## src/rtl/furv_bus_arbiter.sv

```systemverilog
// furv_bus_arbiter: two-master, one-slave arbiter for the data-memory bus.
// m0 is the core load/store port, and m1 is a secondary requester such as DMA or debug.
// The grant is registered and handed out round-robin.
// The granted master is routed combinationally to the slave.
// An optional wait counter forces an error ack when the slave stalls too long.
module furv_bus_arbiter #(
    parameter int TIMEOUT = 255
) (
    input  logic        clk,
    input  logic        rst_n,
    input  logic        m0_mem,
    input  logic        m0_write,
    input  logic [29:0] m0_addr,
    input  logic [3:0]  m0_sel,
    input  logic [31:0] m0_data_out,
    output logic [31:0] m0_data_in,
    output logic        m0_ack,
    output logic        m0_err,
    input  logic        m1_mem,
    input  logic        m1_write,
    input  logic [29:0] m1_addr,
    input  logic [3:0]  m1_sel,
    input  logic [31:0] m1_data_out,
    output logic [31:0] m1_data_in,
    output logic        m1_ack,
    output logic        m1_err,
    output logic        s_mem,
    output logic        s_write,
    output logic [29:0] s_addr,
    output logic [3:0]  s_sel,
    output logic [31:0] s_data_out,
    input  logic [31:0] s_data_in,
    input  logic        s_ack
);

    typedef enum logic [1:0] {
        ST_IDLE   = 2'd0,
        ST_GRANT0 = 2'd1,
        ST_GRANT1 = 2'd2
    } state_t;

    localparam logic [15:0] TIMEOUT_C = 16'(TIMEOUT);
    localparam logic        TO_EN_C   = (TIMEOUT != 0);

    state_t      state_r;
    logic        last_r;   // last master served: 0 = m0, 1 = m1
    logic [15:0] cnt_r;    // grant cycles spent waiting for s_ack

    logic timeout_s;
    logic ack0_s;
    logic ack1_s;

    // A forced completion fires only when the slave is not acking in the same cycle.
    // In that case s_ack wins and no error is flagged.
    assign timeout_s = TO_EN_C && (cnt_r == TIMEOUT_C) && !s_ack;

    // Acks reach only the granted master, and only while it still holds its request.
    // A master that drops its request has aborted, so it receives no ack.
    assign ack0_s = (state_r == ST_GRANT0) && m0_mem && (s_ack || timeout_s);
    assign ack1_s = (state_r == ST_GRANT1) && m1_mem && (s_ack || timeout_s);

    assign m0_ack     = ack0_s;
    assign m1_ack     = ack1_s;
    assign m0_err     = ack0_s && timeout_s;
    assign m1_err     = ack1_s && timeout_s;
    assign m0_data_in = s_data_in;
    assign m1_data_in = s_data_in;

    // Route the granted master to the slave; the slave side is quiet while idle.
    always_comb begin
        s_mem      = 1'b0;
        s_write    = 1'b0;
        s_addr     = 30'd0;
        s_sel      = 4'd0;
        s_data_out = 32'd0;
        case (state_r)
            ST_GRANT0: begin
                s_mem      = m0_mem;
                s_write    = m0_write;
                s_addr     = m0_addr;
                s_sel      = m0_sel;
                s_data_out = m0_data_out;
            end
            ST_GRANT1: begin
                s_mem      = m1_mem;
                s_write    = m1_write;
                s_addr     = m1_addr;
                s_sel      = m1_sel;
                s_data_out = m1_data_out;
            end
            default: begin
                s_mem      = 1'b0;
                s_write    = 1'b0;
                s_addr     = 30'd0;
                s_sel      = 4'd0;
                s_data_out = 32'd0;
            end
        endcase
    end

    // Arbitration FSM: round-robin grant, wait counting, and back-to-back handover.
    always_ff @(posedge clk or negedge rst_n) begin
        if (!rst_n) begin
            state_r <= ST_IDLE;
            last_r  <= 1'b1;
            cnt_r   <= 16'd0;
        end else begin
            case (state_r)
                ST_IDLE: begin
                    cnt_r <= 16'd0;
                    if (m0_mem && m1_mem) begin
                        state_r <= last_r ? ST_GRANT0 : ST_GRANT1;
                    end else if (m0_mem) begin
                        state_r <= ST_GRANT0;
                    end else if (m1_mem) begin
                        state_r <= ST_GRANT1;
                    end else begin
                        state_r <= ST_IDLE;
                    end
                end
                ST_GRANT0: begin
                    if (!m0_mem) begin
                        state_r <= ST_IDLE;
                        cnt_r   <= 16'd0;
                    end else if (ack0_s) begin
                        last_r  <= 1'b0;
                        cnt_r   <= 16'd0;
                        state_r <= m1_mem ? ST_GRANT1 : ST_IDLE;
                    end else if (cnt_r != 16'hFFFF) begin
                        cnt_r <= cnt_r + 16'd1;
                    end else begin
                        cnt_r <= cnt_r;
                    end
                end
                ST_GRANT1: begin
                    if (!m1_mem) begin
                        state_r <= ST_IDLE;
                        cnt_r   <= 16'd0;
                    end else if (ack1_s) begin
                        last_r  <= 1'b1;
                        cnt_r   <= 16'd0;
                        state_r <= m0_mem ? ST_GRANT0 : ST_IDLE;
                    end else if (cnt_r != 16'hFFFF) begin
                        cnt_r <= cnt_r + 16'd1;
                    end else begin
                        cnt_r <= cnt_r;
                    end
                end
                default: begin
                    state_r <= ST_IDLE;
                    cnt_r   <= 16'd0;
                end
            endcase
        end
    end

endmodule

```

## config.mk

```make
export PLATFORM = sky130hd
export DESIGN_NAME = furv_bus_arbiter
export DESIGN_NICKNAME = d
export VERILOG_FILES = /design/src/rtl/furv_bus_arbiter.sv
export SDC_FILE = /design/constraint.sdc
export NUM_CORES = 1
export LEC_CHECK = 0
export ABC_CLOCK_PERIOD_IN_PS = 1650
export BUFFER_PORTS_ARGS = -buffer_cell sky130_fd_sc_hd__buf_2
export CORE_AREA = 4 4 117 119
export DETAILED_ROUTE_END_ITERATION = 8
export DIE_AREA = 0 0 121 123
export GPL_ROUTABILITY_DRIVEN = 0
export GPL_TIMING_DRIVEN = 0
export HOLD_SLACK_MARGIN = 0.15
export PLACE_DENSITY_LB_ADDON = 0.08
export SLEW_MARGIN = 15
export SYNTH_ARGS = -nofsm -noshare
export SYNTH_HDL_FRONTEND = slang
export SYNTH_SLANG_ARGS = --single-unit
```

## constraint.sdc

```tcl
create_clock -name clk -period 1.65 [get_ports clk]
set_input_delay 0.33 -clock clk [delete_from_list [all_inputs] [get_ports clk]]
set_output_delay 0.33 -clock clk [all_outputs]
set_load 0.03 [all_outputs]
```

==> results.yml <==
status:
  run_status: "finished with violations"
  violations: "negative setup slack"
timing:
  timing.final.setup_violations: 90
  worst_clock_skew_ns: 0.00893
  final_min_period_over_clock_period: 1.26
  timing.slew.headroom: 0.589
  max_slew_violation_count: 0
  whs_ns: 0.446
  fmax_mhz: 480
  timing.final.crit_period_ns: 2.08
  tightest_slew_ns: 0.617
  postLayoutSetupSlackWorst_ns: -0.434
  rsz0062_at_grt: "yes"
  final-hold-violation-count: 0
floorplan:
  design.core.area_sq_um: 12600
  initial_core_util: 0.222
  die_area_sq_um: 14900
  dieWidth_um: 121
  num_io_pins: 307
  fp.dieH_um: 123
  floorplan.rows: 41
logic_synthesis:
  yosysWarningCount: 0
  yosysSeqAreaShare: 0.171
  synth.mux.area_fraction: 0.0300
  ys_seq_elements: 19
  post_synthesis_share_of_cell_area_spent_on_full_adders_half_adders_and_majority_gates: 0.0224
  mappedNetlistArea_sq_um: 2800
  synth_cell_type_count: 51
  asyncSetResetFlopFracSynth: 1.00
  synth-edff-count: 0
  post_synth_and_or_nand_nor_area_fraction: 0.299
  synth_ff_type: "sky130_fd_sc_hd__dfrtp_1"
  syn_inst: 357
  synth-xor-area-share: 0.00313
  syn_nets: 533
  syn_area_per_cell_sq_um: 7.83
  synth_compound_area_frac: 0.252
  synth_top_family_by_area: "simple AND/OR/NAND/NOR gates"
setup_path:
  worst_ep_arrival_time_ns: 1.75
  worstPathRequired_ns: 1.32
  worst_setup_path_end_kind: "output port"
  timing.critical_path.fanout_max: 8
  timing_worst_setup_path_type: "reg2out"
  critical_path_startpoint_category: "flip-flop"
  ff_to_ff_end: "cnt_r[6]"
  worst-r2r-cell-count: 9
  worst-r2r-setup-slack_ns: -0.23
  worstReg2RegStart: "cnt_r[0]"
drt:
  antenna_left: 0
  detailroute.via_count: 3899
  dr.pass1.iters: 4
  dr.first_iter.drc_count: 130
  wl_per_cell_um: 17.2
  detail_route.drc_violations: 0
  routed_via_density: 4.54
  wirelength_um: 14800
global_routing:
  grt_max_degree: 20
  grt_pass1_wl_um: 21500
  number_of_antenna_violations_at_the_first_check_in_global_routing: 0
  grt_overflow_total: 0
  grt_pass1_vias: 4101
  track_usage: 0.179
power:
  internal-power_w: 0.00530
  vdd_drop_max_v: 0.000688
  power_switching_w: 0.00414
  p_per_area_nw_per_um2: 1410
  pwr-share-clk: 0.056
  seq_power_share: 0.058
  static_leak_nw: 3.02
  share_comb_of_total_power: 0.885
  post-layout-total-power_w: 0.00944
  switching_share: 0.438
clocking:
  path_clk_slew_ns: 0.07
  cts_inserted_buffers: 3
  insertion_delay_ns: 0.26
  cts_max_path_buffers: 2
  ctsHtreeMaxLevel: 1
  clockRootBuffer: "sky130_fd_sc_hd__clkbuf_16"
  cts_tree: "built"
  clock_sink_count: 19
worst_hold_path:
  whs_endpoint: "cnt_r[9]"
  min_path_type: "in2reg"
  holdCritStartpoint: "s_ack"
  whs_path_depth: 3
final_layout:
  p_r_area_growth_vs_syn_pct: 140
  regArea_sq_um: 488
  antenna_cells_inserted: 0
  area_of_combinational_cells_with_multiple_inputs_sq_um: 2700
  layout-drive-gt1-share: 0.889
  fillCellCount: 1123
  finish.utilization: 0.534
  design.final.nets: 864
placed_design:
  place.port_buffers: 274
  detailed_place_hpwl_um: 11500
  detailedPlace.worstSlack_ns: -0.400
job:
  maxCapViolations: 0
## repair_timing
action                                  in CTS  in global routing
endpoints found under the setup margin      91                 91
pin swaps                                   24                 25
cloned                                       8                  1
gates resized for setup                    248                 51
hold buffers                                 1                  0
endpoints found under the hold margin       18                  0
buffers inserted                            30                 18
## cell families (layout without fill, tap and decap cells)
logic type | Yosys count | in the layout
compound gates | 95 | 95
xor+xnor | 1 | 1
fa+ha+maj | 5 | 5
buf+inv | 97 | 427
flops | 19 | 19
mux | 8 | 8
simple gates | 132 | 132
## layout make-up
class | instances | area share
inverters | 6 | 0.00410
well taps | 172 | 0.0321
clock inverters | 1 | 0.00112
multi-input cells | 241 | 0.402
flip-flops and latches | 19 | 0.0727
plain buffers | 88 | 0.129
repair buffers | 329 | 0.348
clock buffers | 3 | 0.0112
## metrics by stage
stage          setup TNS, ns  std cells  area [sq um]
2_1_floorplan          -3.86        357          3360
3_5_place_dp          -24.21        803          4950
4_1_cts               -31.04        845          6400
6_report              -29.25        859          6710
5_1_grt               -34.64        859          6710
3_3_place_gp          -22.72        803          4950
## power groups by stage
stage	combinational (W)	clock, W	sequential [W]
floorplan	0.00413	0	0.000538
global placement	0.00540	0	0.000546
detailed placement	0.00544	0	0.000547
CTS	0.00794	0.000540	0.000538
global route	0.00880	0.000552	0.000554
finish	0.00836	0.000532	0.000550
## registers in the layout, summed over array words and instances, names as in the netlist
signal   cells
cnt_r       16
last_r       1
state_r      2
## cells in the final DEF, fill, tap and decap left out, types with 4 or more instances in the layout
cell,netlist,routed
sky130_fd_sc_hd__nor3_4,0,5
sky130_fd_sc_hd__nor2_1,7,4
sky130_fd_sc_hd__clkbuf_4,0,6
sky130_fd_sc_hd__nand2_1,15,10
sky130_fd_sc_hd__buf_4,66,116
sky130_fd_sc_hd__clkbuf_8,0,4
sky130_fd_sc_hd__buf_6,1,61
sky130_fd_sc_hd__dfrtp_2,0,9
sky130_fd_sc_hd__ha_4,0,4
sky130_fd_sc_hd__or3_1,4,4
sky130_fd_sc_hd__nor3_1,9,4
sky130_fd_sc_hd__clkbuf_16,0,12
sky130_fd_sc_hd__nor2b_4,0,39
sky130_fd_sc_hd__nand2_8,0,4
sky130_fd_sc_hd__a22oi_2,0,66
sky130_fd_sc_hd__buf_2,3,204
sky130_fd_sc_hd__buf_8,0,6
sky130_fd_sc_hd__a21oi_1,8,8
sky130_fd_sc_hd__dfrtp_1,18,9
sky130_fd_sc_hd__mux2i_1,5,5
sky130_fd_sc_hd__nor2b_2,0,28
sky130_fd_sc_hd__buf_12,0,7
## layer usage
metal	global-route usage	vias to the layer above	wire length, um
met4	0.0375	0	215
met3	0.0279	14	1050
met2	0.334	191	7950
met5	0	-	0
met1	0.217	1797	5550
li1	-	1897	-
## worst max-delay path: stages, from the launching register on
cell	delay [ns]
sky130_fd_sc_hd__dfrtp_2	0.44
sky130_fd_sc_hd__buf_12	0.13
sky130_fd_sc_hd__ha_4	0.18
sky130_fd_sc_hd__clkbuf_16	0.18
sky130_fd_sc_hd__clkbuf_16	0.16
sky130_fd_sc_hd__a22oi_2	0.21
sky130_fd_sc_hd__nor2b_4	0.06
sky130_fd_sc_hd__buf_6	0.14
## synth_stat cells, types with 3 or more instances
master,instances,area (sq um)
sky130_fd_sc_hd__dfrtp_1,18,450
sky130_fd_sc_hd__nor3_1,9,45.0
sky130_fd_sc_hd__nand2_1,15,56.3
sky130_fd_sc_hd__mux2i_1,5,50.1
sky130_fd_sc_hd__nand3_1,6,30.0
sky130_fd_sc_hd__a21oi_1,8,40.0
sky130_fd_sc_hd__ha_1,5,62.6
sky130_fd_sc_hd__inv_1,6,22.5
sky130_fd_sc_hd__nor2b_1,67,419
sky130_fd_sc_hd__or3_1,4,25.0
sky130_fd_sc_hd__a31oi_1,3,18.8
sky130_fd_sc_hd__a22oi_1,67,503
sky130_fd_sc_hd__nor2_1,7,26.3
sky130_fd_sc_hd__o21ai_0,3,15.0
sky130_fd_sc_hd__buf_4,66,495
sky130_fd_sc_hd__clkbuf_1,20,75.1
sky130_fd_sc_hd__buf_2,3,15.0
## worst max-delay path by stage
stage	startpoint	end	slack [ns]	cells past startpoint
2_1_floorplan	state_r[1]	s_addr[16]	-0.08	6
3_3_place_gp	state_r[1]	s_data_out[12]	-0.37	7
3_5_place_dp	state_r[1]	s_data_out[12]	-0.40	7
4_1_cts	state_r[0]	s_data_out[30]	-0.43	8
5_1_grt	state_r[0]	s_addr[3]	-0.48	7
6_report	state_r[0]	s_addr[10]	-0.43	7
Power figures use the tool's default switching activity.
